==> config.mk <==
export PLATFORM = sky130hd
export DESIGN_NAME = switch_event_register_flat
export DESIGN_NICKNAME = d
export VERILOG_FILES = /design/src/rtl/switch_event_register_if.sv /design/src/rtl/switch_event_register.sv /design/src/flat_wrapper.sv
export SDC_FILE = /design/constraint.sdc
export NUM_CORES = 1
export LEC_CHECK = 0
export CORE_ASPECT_RATIO = 2
export CORE_MARGIN = 2
export CORE_UTILIZATION = 60
export CTS_CLUSTER_SIZE = 8
export DETAILED_ROUTE_END_ITERATION = 7
export HOLD_SLACK_MARGIN = 0.12
export PLACE_DENSITY = 0.79
export SYNTH_ARGS = -nofsm -noshare
export SYNTH_HDL_FRONTEND = slang
export SYNTH_HIERARCHICAL = 1
export SYNTH_SLANG_ARGS = --single-unit
==> constraint.sdc <==
create_clock -name i_Clk -period 2.2 [get_ports i_Clk]
set_input_delay 0.44 -clock i_Clk [delete_from_list [all_inputs] [get_ports i_Clk]]
set_output_delay 0.44 -clock i_Clk [all_outputs]
set_load 0.01 [all_outputs]
==> src/rtl/switch_event_register_if.sv <==
// Switch-pin / display-side signal bundle for switch_event_register.
interface switch_event_register_if #(
   parameter int NUM_SW = 4,
   parameter int WIDTH  = 4
);
   logic [NUM_SW-1:0] i_Switch;
   logic [WIDTH-1:0]  o_Value;
   logic [NUM_SW-1:0] o_Press_Pulse;
   logic [NUM_SW-1:0] o_Debounced;

   modport master (output i_Switch, input o_Value, o_Press_Pulse, o_Debounced);
   modport slave  (input i_Switch, output o_Value, o_Press_Pulse, o_Debounced);
endinterface

==> src/rtl/switch_event_register.sv <==
// Debounced switch bank driving a toggle (MODE 0) or up/down/clear (MODE 1) register.
// Optional auto-repeat while a switch is held: define SWITCH_AUTOREPEAT_EN.
module switch_event_lane #(
   parameter int DEBOUNCE_LIMIT = 250000,
   parameter int REPEAT_DELAY   = 12500000,
   parameter int REPEAT_PERIOD  = 2500000
) (
   input  logic clk,
   input  logic rst,
   input  logic raw,
   output logic deb,
   output logic rise,
   output logic rep
);
   localparam int CW = (DEBOUNCE_LIMIT > 2) ? $clog2(DEBOUNCE_LIMIT) : 1;

   logic          sync1, sync2, deb_q;
   logic [CW-1:0] cnt;

   always_ff @(posedge clk) begin
      if (rst) begin
         sync1 <= 1'b0;
         sync2 <= 1'b0;
         deb   <= 1'b0;
         deb_q <= 1'b0;
         cnt   <= '0;
      end else begin
         sync1 <= raw;
         sync2 <= sync1;
         deb_q <= deb;
         if (sync2 != deb) begin
            if (cnt == CW'(DEBOUNCE_LIMIT - 1)) begin
               deb <= sync2;
               cnt <= '0;
            end else begin
               cnt <= cnt + CW'(1);
            end
         end else begin
            cnt <= '0;
         end
      end
   end

   assign rise = deb & ~deb_q;

`ifdef SWITCH_AUTOREPEAT_EN
   localparam int HW     = $clog2(REPEAT_DELAY + 1);
   localparam int RELOAD = REPEAT_DELAY - REPEAT_PERIOD + 1;

   // hold counts edges since the press; reloading on a repeat makes the next hit land REPEAT_PERIOD later
   logic [HW-1:0] hold;

   always_ff @(posedge clk) begin
      if (rst || !deb)  hold <= '0;
      else if (rise)    hold <= HW'(1);
      else if (rep)     hold <= HW'(RELOAD);
      else              hold <= hold + HW'(1);
   end

   assign rep = deb & (hold == HW'(REPEAT_DELAY));
`else
   localparam int unused_repeat_cfg = REPEAT_DELAY + REPEAT_PERIOD;
   assign rep = 1'b0;
`endif
endmodule

module switch_event_register #(
   parameter int NUM_SW         = 4,
   parameter int WIDTH          = 4,
   parameter int DEBOUNCE_LIMIT = 250000,
   parameter int MODE           = 0,
   parameter int REPEAT_DELAY   = 12500000,
   parameter int REPEAT_PERIOD  = 2500000
) (
   input logic                   i_Clk,
   input logic                   i_Reset,
   switch_event_register_if.slave bus
);
   logic [NUM_SW-1:0] sw, deb, rise, rep, ev, pulse;
   logic [WIDTH-1:0]  value, value_next;

   assign sw = bus.i_Switch;

   switch_event_lane #(
      .DEBOUNCE_LIMIT (DEBOUNCE_LIMIT),
      .REPEAT_DELAY   (REPEAT_DELAY),
      .REPEAT_PERIOD  (REPEAT_PERIOD)
   ) u_lane [NUM_SW-1:0] (
      .clk  (i_Clk),
      .rst  (i_Reset),
      .raw  (sw),
      .deb  (deb),
      .rise (rise),
      .rep  (rep)
   );

   // The clear switch of the counter fires once per press, never on repeat
   always_comb begin
      ev = '0;
      for (int k = 0; k < NUM_SW; k++)
         ev[k] = rise[k] | (((MODE == 1) && (k == 2)) ? 1'b0 : rep[k]);
   end

   generate
      if (MODE == 0) begin : g_toggle
         assign value_next = value ^ WIDTH'(ev);
      end else begin : g_count
         logic up, dn, clr;
         assign up  = ev[0];
         assign dn  = ev[(NUM_SW > 1) ? 1 : 0];
         assign clr = (NUM_SW > 2) ? ev[(NUM_SW > 2) ? 2 : 0] : 1'b0;

         always_comb begin
            value_next = value;
            if (clr)             value_next = '0;
            else if (up && !dn)  value_next = value + WIDTH'(1);
            else if (dn && !up)  value_next = value - WIDTH'(1);
         end
      end
   endgenerate

   always_ff @(posedge i_Clk) begin
      if (i_Reset) begin
         value <= '0;
         pulse <= '0;
      end else begin
         value <= value_next;
         pulse <= ev;
      end
   end

   assign bus.o_Value       = value;
   assign bus.o_Press_Pulse = pulse;
   assign bus.o_Debounced   = deb;
endmodule

==> src/flat_wrapper.sv <==
// flat-port wrapper written by rule: the top's interface ports become plain ports
module switch_event_register_flat 
#(
   parameter int NUM_SW         = 4,
   parameter int WIDTH          = 4,
   parameter int DEBOUNCE_LIMIT = 250000,
   parameter int MODE           = 0,
   parameter int REPEAT_DELAY   = 12500000,
   parameter int REPEAT_PERIOD  = 2500000
)
  (i_Clk, i_Reset, bus_i_Switch, bus_o_Value, bus_o_Press_Pulse, bus_o_Debounced);
  switch_event_register_if #(.NUM_SW(NUM_SW), .WIDTH(WIDTH)) bus_i ();
  input logic i_Clk;
  input logic i_Reset;
  input wire logic [$bits(bus_i.i_Switch)-1:0] bus_i_Switch;
  output wire logic [$bits(bus_i.o_Value)-1:0] bus_o_Value;
  output wire logic [$bits(bus_i.o_Press_Pulse)-1:0] bus_o_Press_Pulse;
  output wire logic [$bits(bus_i.o_Debounced)-1:0] bus_o_Debounced;
  assign bus_i.i_Switch = bus_i_Switch;
  assign bus_o_Value = bus_i.o_Value;
  assign bus_o_Press_Pulse = bus_i.o_Press_Pulse;
  assign bus_o_Debounced = bus_i.o_Debounced;
  switch_event_register #(.NUM_SW(NUM_SW), .WIDTH(WIDTH), .DEBOUNCE_LIMIT(DEBOUNCE_LIMIT), .MODE(MODE), .REPEAT_DELAY(REPEAT_DELAY), .REPEAT_PERIOD(REPEAT_PERIOD)) u_core (.i_Clk(i_Clk), .i_Reset(i_Reset), .bus(bus_i));
endmodule
# Word level (Yosys, flattened, before mapping)
# Index checks and enable logic that the tools add are counted.
# totals
inputBits	6
output_inout_bits	12
word_cells	55
reg_bits	96
# classes
bitwise_logic	13
eq_ne	8
reduce_logical	8
addsub	4
# op_table
op	count
$add 18x1->18 const B	4
$eq 18x18->1 const B	4
$reduce_or 3->1	4
$not 1->1	8
$reduce_and 2->1	4
$and 1x1->1	4
$ne 1x1->1	4
$xor 4x4->4	1

# Depth between registers and ports, before layout
# logic_depth
word_depth	3
ltp_mapped	6
mapped_depth_nobuf	5

# Modules after synthesis
# The synthesis kept the hierarchy.
# by_module_without_submodules
module	cells_each	seq_area_each_um2	instances	area_per_inst_um2
switch_event_lane	106	440.4	4	980.9
switch_event_register	29	160.2	1	265.3

# Worst setup path before layout
# Ideal clock, no wire load.
# synth_path
path_type	reg-to-reg
from	register u_core.u_lane[0].cnt[6]
to	register u_core.u_lane[0].cnt[16]
slack_ns	0.605
setup_time_ns	0.115
synth_period_minus_slack_ns	1.595
required_ns	2.085
stages_incl_launch_ff	7
t_arrival_ns	1.481
n_path_buf	2
cell_sequence	dfxtp_1 > clkbuf_1 > nor4b_1 > nand4b_1 > o31ai_4 > buf_4 > nor2_1
# synth_via
elab_chain_cells	2
word_cells_on_any_way	3
cone_classes	1 x add/sub; 1 x eq/ne; 1 x reduce/logical
# synth_rtl
element	line_no	rtl
start: declaration	switch_event_register.sv:18	logic [CW-1:0] cnt;
start signal: assignment	switch_event_register.sv:36	cnt <= cnt + CW'(1);
branches (longest 2 deep; another with $add 18x1->18)	-	
# Several ways; the timed one is not identified.
# A chain may end at the register's enable or synchronous reset.

# Final worst setup path
# layout_path
from	register u_core.u_lane[0].cnt[10]
to	register u_core.u_lane[0].cnt[11]
# The elaborated chain is that of the path after synthesis.

==> metrics <==
status finished, final reports clean; share of cells above drive strength 1 0.09148; YS warnings 6; dpl hpwl roughly 4.8 mm; final hold vios 0; Max-cap violations 0; final slew viol count 0; fin nets about 490; Hold/Removal Path Class reg2reg; Die Area 0.007707 mm2; Initial DRC Count roughly 230; core area around 0.007 mm2; clock network power share 0.470; vias in the first global route 2,923; setup bufs post-CTS 0; dpl ws approximately 0.35 ns; CTS tree done; Routed WL per cell approximately 12 um; CP Data Arrival Time roughly 2.1 ns; total CTS buffers 9; setup tns final 0 ns; Gate power share 0.025; number of port buffers 17; Tot Pwr 3.499 mW; clock latency on the worst-skew pair 0.35 ns; sequential share of power 0.505; Detailed Routing Iterations Pass 1 4; drt total wl about 7 mm; Worst VDD drop about 0.00063 V; Top FF cell, synth dfxtp_1; Synth Net Count about 460; Setup crit end kind register; Post-DRT Antenna Nets 0; Post-synth EDFFs 0; initial antenna violation count 0; Worst Skew slightly above 0.005 ns; largest net degree at the start of global routing 19; residual DRC count 0; startpoint types register; period utilization 0.8544; Pwr per Cell Area approximately 730 mW/mm2; Seq. cell area approximately 0.0019 mm2; routability cong. slightly above 0.8; DR vias 3,064; fillers roughly 550; clock sinks 96; CTS clk-pin slew, worst paths 0.06 ns; Synth Cell Area between 0.004 and 0.005 mm2; Tmin final roughly 1.9 ns; unrepaired setup endpoints after global routing no; critical path class reg2reg; synth unique cells 28; Core Util, Final 0.6984; Sw Ratio 0.1996; Switching Power roughly 0.70 mW; leakage power 1.461 nW; GRT overflow 0; Synth Instances 453; Seq/Total Area, Yosys 0.4588; aggregate global-route resource usage 0.2044; internal power around 2.8 mW; IO Pins 18; n_diodes 0; routed vias/inst approximately 5.4; die height ~120 um; mean area per synthesized cell 9.247 um2; crit-path max FO 12; max frequency 0.5320 GHz; first-pass GRT wire length between 10 and 15 mm; Chip Width approximately 63 um; Post-CTS Hold Buffers 0; asr flop ratio synth 0; Initial Util 0.6131; Critical Path RT ~2.4 ns; FF+latch count, synth 96; footprint of the multi-input gates 0.002127 mm2; Core Rows between 40 and 50; Layout area overhead 13.92%; final setup violation count 0; H-tree lvl count 3; post_cts resized 0; Clk Tree Root Cell clkbuf_16; Clock Path Buffers 2; Worst Setup Slack, final around 0.32 ns
-- cells in the mapped netlist (8+ instances only) --
master	count	area [um2]
buf_4	8	60.06
dfxtp_1	96	1922
inv_1	16	60.06
nand2_1	8	30.03
nand3_1	24	120.1
nand4_1	12	75.07
nor2_1	88	330.3
nor2b_1	20	125.1
nor3_1	28	140.1
nor4_1	24	150.1
nor4b_1	8	70.07
xnor2_1	60	525.5
-- power by group through the flow --
stage / Combinational [mW] / Sequential [mW] / Clock (mW)
finish: 0.0880 / 1.77 / 1.64
global route: 0.0973 / 1.77 / 1.75
CTS: 0.0889 / 1.77 / 1.68
detailed placement: 0.0883 / 1.81 / 0
global placement: 0.0873 / 1.81 / 0
floorplan: 0.0451 / 1.81 / 0
-- through the flow --
stage	hold WS (ns)	instance area [um2]	instances
final	0.4448	4772	571
after global routing	0.4648	4772	571
after CTS	0.4445	4772	571
after detailed placement	0.4294	4452	555
after global placement	0.4289	4452	555
after floorplan	0.4138	4189	453
-- cell type report --
class	instances	share of cell area
well taps	90	0.02360
inverters	16	0.01259
clock inverters	7	0.01993
multi-input cells	328	0.4457
flip-flops and latches	96	0.4027
clock buffers	9	0.04719
repair buffers	25	0.04824
-- cells in the final DEF, fill, tap and decap left out --
master,count
xnor2_1,60
inv_1,16
nor2_1,88
o21a_1,4
inv_6,1
o31ai_4,4
nor4b_1,8
clkinv_2,2
ha_1,4
clkdlybuf4s50_1,17
conb_1,4
nand2_1,8
clkbuf_16,9
clkinv_4,1
a21oi_1,4
nand4_2,4
nand2_2,4
nor4_1,24
bufinv_16,2
xor2_1,4
dfxtp_1,96
buf_4,8
nand4b_1,4
o31ai_1,4
nand4_1,12
or4_1,4
nor2b_1,20
nand3_1,24
nand4_4,4
or3_1,4
nor3_1,28
mux2_2,4
clkinvlp_4,1
-- kinds of logic (layout without fill, tap and decap cells) --
logic type | Yosys count | after routing | synth area share
xor+xnor | 64 | 64 | 0.1338
flops | 96 | 96 | 0.4588
compound gates | 16 | 16 | 0.03943
buf+inv | 29 | 57 | 0.03345
other cells | 4 | 4 | 0.003583
mux | 4 | 4 | 0.01075
fa+ha+maj | 4 | 4 | 0.01195
simple gates | 236 | 236 | 0.3082
-- critical path, cell delays in order (launching register included) --
cell and delay, ns:
dfxtp_1 0.36, nor4b_1 0.45, nand3_1 0.23, o31ai_4 0.41, buf_4 0.25, nor2_1 0.06
-- final timing paths --
kind	start	endpoint	slack, ns	cells past startpoint
min reg2reg	u_core/u_lane[3]/sync1$_SDFF_PP0_	u_core/u_lane[3]/sync2$_SDFF_PP0_	0.44	1
max reg2reg	u_core/u_lane[0]/cnt[10]$_SDFF_PP0_	u_core/u_lane[0]/cnt[11]$_SDFF_PP0_	0.32	5
max	u_core/u_lane[0]/cnt[10]$_SDFF_PP0_	u_core/u_lane[0]/cnt[11]$_SDFF_PP0_	0.32	5
min	u_core/u_lane[3]/sync1$_SDFF_PP0_	u_core/u_lane[3]/sync2$_SDFF_PP0_	0.44	1
-- sequential cells by signal (all words and copies together), names as in the netlist --
name	count
u_core/bus.o_Press_Pulse	4
u_core/u_lane/deb_q	4
u_core/u_lane/cnt	72
u_core/u_lane/sync2	4
u_core/bus.o_Value	4
u_core/u_lane/deb	4
u_core/u_lane/sync1	4
-- per-layer routing --
layer / share of wire / wire length, um / vias to the layer above / GRT usage
met5: 0 / 0 / - / 0
met4: 0.027 / 188 / 0 / 0.1431
met3: 0.038 / 266 / 12 / 0.02770
met2: 0.47 / 3252 / 56 / 0.3231
met1: 0.47 / 3268 / 1397 / 0.2555
li1: - / - / 1599 / -
Power figures use the tool's default switching activity.
==> edit (same settings) <==
`DEBOUNCE_LIMIT` is set to 250000 in 3 places; all go to 1000000.
--- a/src/rtl/switch_event_register.sv
+++ b/src/rtl/switch_event_register.sv
@@ -3,3 +3,3 @@
 module switch_event_lane #(
-   parameter int DEBOUNCE_LIMIT = 250000,
+   parameter int DEBOUNCE_LIMIT = 1000000,
    parameter int REPEAT_DELAY   = 12500000,
@@ -69,3 +69,3 @@
    parameter int WIDTH          = 4,
-   parameter int DEBOUNCE_LIMIT = 250000,
+   parameter int DEBOUNCE_LIMIT = 1000000,
    parameter int MODE           = 0,
--- a/src/flat_wrapper.sv
+++ b/src/flat_wrapper.sv
@@ -5,3 +5,3 @@
    parameter int WIDTH          = 4,
-   parameter int DEBOUNCE_LIMIT = 250000,
+   parameter int DEBOUNCE_LIMIT = 1000000,
    parameter int MODE           = 0,
Behaviour: no difference found for any inputs over 10 cycles, from zero or initial values and one cycle with i_Reset high; that may be too few to reach the edited logic, so the function may still have changed.
==> edit against the original RTL <==
- sequential cell count increased by 8
- first-iteration DRC count increased by 14%
- setup slack got worse by 0.064 ns
- non-clock buffer count decreased by 4
- highest routed layer unchanged
- routed wire length increased by 25%
- combinational power increased by 0.6%
- power increased by 9.6%
- synthesized area increased by 7.8%
- largest power group unchanged
- final cell count increased by 8.1%
- design area increased by 6.5%
==> edit: results (changes against the original RTL) <==
* CP max stage cell: or4b_1
* Synth unique cells at 29 (+3.6%)
* Placed Area at 4730 µm² (+6.2%)
* Clk slew on worst S/H paths at 0.07 ns
* NumNets Final at 530 (+9.1%)
* Max IR drop VDD at 0.556 mV (-12%)
* Vias in the first global route at 3605 (+23%)
* Status: finished clean
* Max reg flops at 80 (+11%)
* First DRT Iteration DRCs at 263 (+14%)
* Tot GR Track Use at 23.0% (+2.6 points)
* Top post-synthesis cells by area: dfxtp_1 46%, nor2_1 7.0%, xnor2_1 7.0%
* First-pass GRT wire length at 15200 µm (+21%)
* # diodes at 0 (unchanged)
* Post-synthesis adder-cell area fraction at 1.11% (-0.086 points)
* Mux cell area share after synthesis at 0% (-1.1 points)
* Reg with most FFs: u_core/u_lane/cnt
* Synth Area in Compound Gates at 5.99% (+2.0 points)
* Clk_skew at 0.00676 ns (+0.00171 ns)
* Avg WL per Cell at 14.1 µm (+16%)
* CP peak stage delay at 0.53 ns (+0.08 ns)
* Routability congestion estimate at 0.912 (+13%)
* Post-Synthesis Cells at 501 (+11%)
* Psw at 0.745 mW (+6.7%)
* Non-filler instance count after layout at 617 (+8.1%)
* Crit path DAT at 2.16 ns (+0.04 ns)
* Worst min path class: reg2reg
* Fillers at 587 (+6.1%)
* Critical Path Fanout Max at 19 (+7)
* DP Wirelength at 6090 µm (+27%)
* Largest net degree at the start of global routing at 20 (+1)
* Sequential share of the synthesized area at 46.1% (+0.24 points)
* XOR/XNOR Fraction of Synth Area at 12.4% (-0.96 points)
* Top post-synthesis cells by count: 104 x dfxtp_1, 84 x nor2_1, 40 x nand4_1, 36 x xnor2_1, 28 x xor2_1
* Layout cells sized above 1 at 6.10% (-3.1 points)
* Post-placement cell count at 601 (+8.3%)
* Synthesized Nets at 511 (+10%)
* Drt via density at 5.89 (+9.7%)
* Pre-CTS worst setup slack at 0.284 ns (-0.0676 ns)
* Drt pass-1 iters at 5 (+1)
* Pleak at 1.52 nW (+4.1%)
-- edit: changes by cell type in the layout (fill, tap and decap cells not counted), sizes merged, moves of 8 or more --
cell / change
xnor2: -24
xor2: +24
nand4: +20
o21ai: +16
a21oi: +12
nor3: -12
or3: +12
and4: +8
dfxtp: +8
nor4b: -8
o31ai: -8
-- edit: critical path: cells and delay by family, from the launching register on --
kind,cells,cell delay [ns]
simple gates,3,1.02
flops,1,0.38
compound gates,1,0.42
-- edit: final cells by class --
cell class	instances	share of cell area (%)
clock buffer	10	4.70
clock inverter	6	2.24
inverter	20	1.48
multi-input combinational	364	44.4
sequential	104	41.0
tap	92	2.26
timing repair buffer	21	3.94
-- edit: path summary, 6_finish.rpt --
| kind | from | end | slack, ns | cells past startpoint |
|---|---|---|---|---|
| max | u_core/u_lane[0]/cnt[8] | u_core/u_lane[0]/cnt[12] | 0.26 | 4 |
| min | u_core/u_lane[1]/sync1 | u_core/u_lane[1]/sync2 | 0.45 | 1 |
| max reg2reg | u_core/u_lane[0]/cnt[8] | u_core/u_lane[0]/cnt[12] | 0.26 | 4 |
| min reg2reg | u_core/u_lane[1]/sync1 | u_core/u_lane[1]/sync2 | 0.45 | 1 |
-- edit: cell families (layout without fill, tap and decap cells) --
group | Yosys count | after routing
buf+inv | 33 | 57
other cells | 4 | 4
fa+ha+maj | 4 | 4
simple gates | 252 | 252
xor+xnor | 64 | 64
compound gates | 40 | 40
flops | 104 | 104
-- edit: power groups by stage --
| stage | logic [mW] | registers (mW) | clock network (mW) |
|---|---|---|---|
| 2_1_floorplan | 0.0472 | 1.96 | 0 |
| 3_3_place_gp | 0.0866 | 1.95 | 0 |
| 3_5_place_dp | 0.0888 | 1.96 | 0 |
| 4_1_cts | 0.0897 | 1.91 | 1.87 |
| 5_1_grt | 0.0989 | 1.91 | 1.94 |
| 6_report | 0.0885 | 1.91 | 1.84 |
-- edit: stage by stage --
stage                     hold WS [ns]  power, mW  util [%]
final                            0.445       3.84      69.9
after global routing             0.467       3.95      69.9
after CTS                        0.446       3.87      69.9
after detailed placement         0.427       2.04      65.1
after global placement           0.419       2.04      65.1
after floorplan                  0.414       2.01         -
-- edit: metal layers --
layer  GRT usage (%)  up-vias  wire, µm  share of wire [%]
li1                -     1797         -                  -
met1            24.2     1750      3350                 39
met2            42.8       67      4910                 56
met3            4.43       18       239                2.7
met4            10.3        0       202                2.3
met5               0        -         0                  0
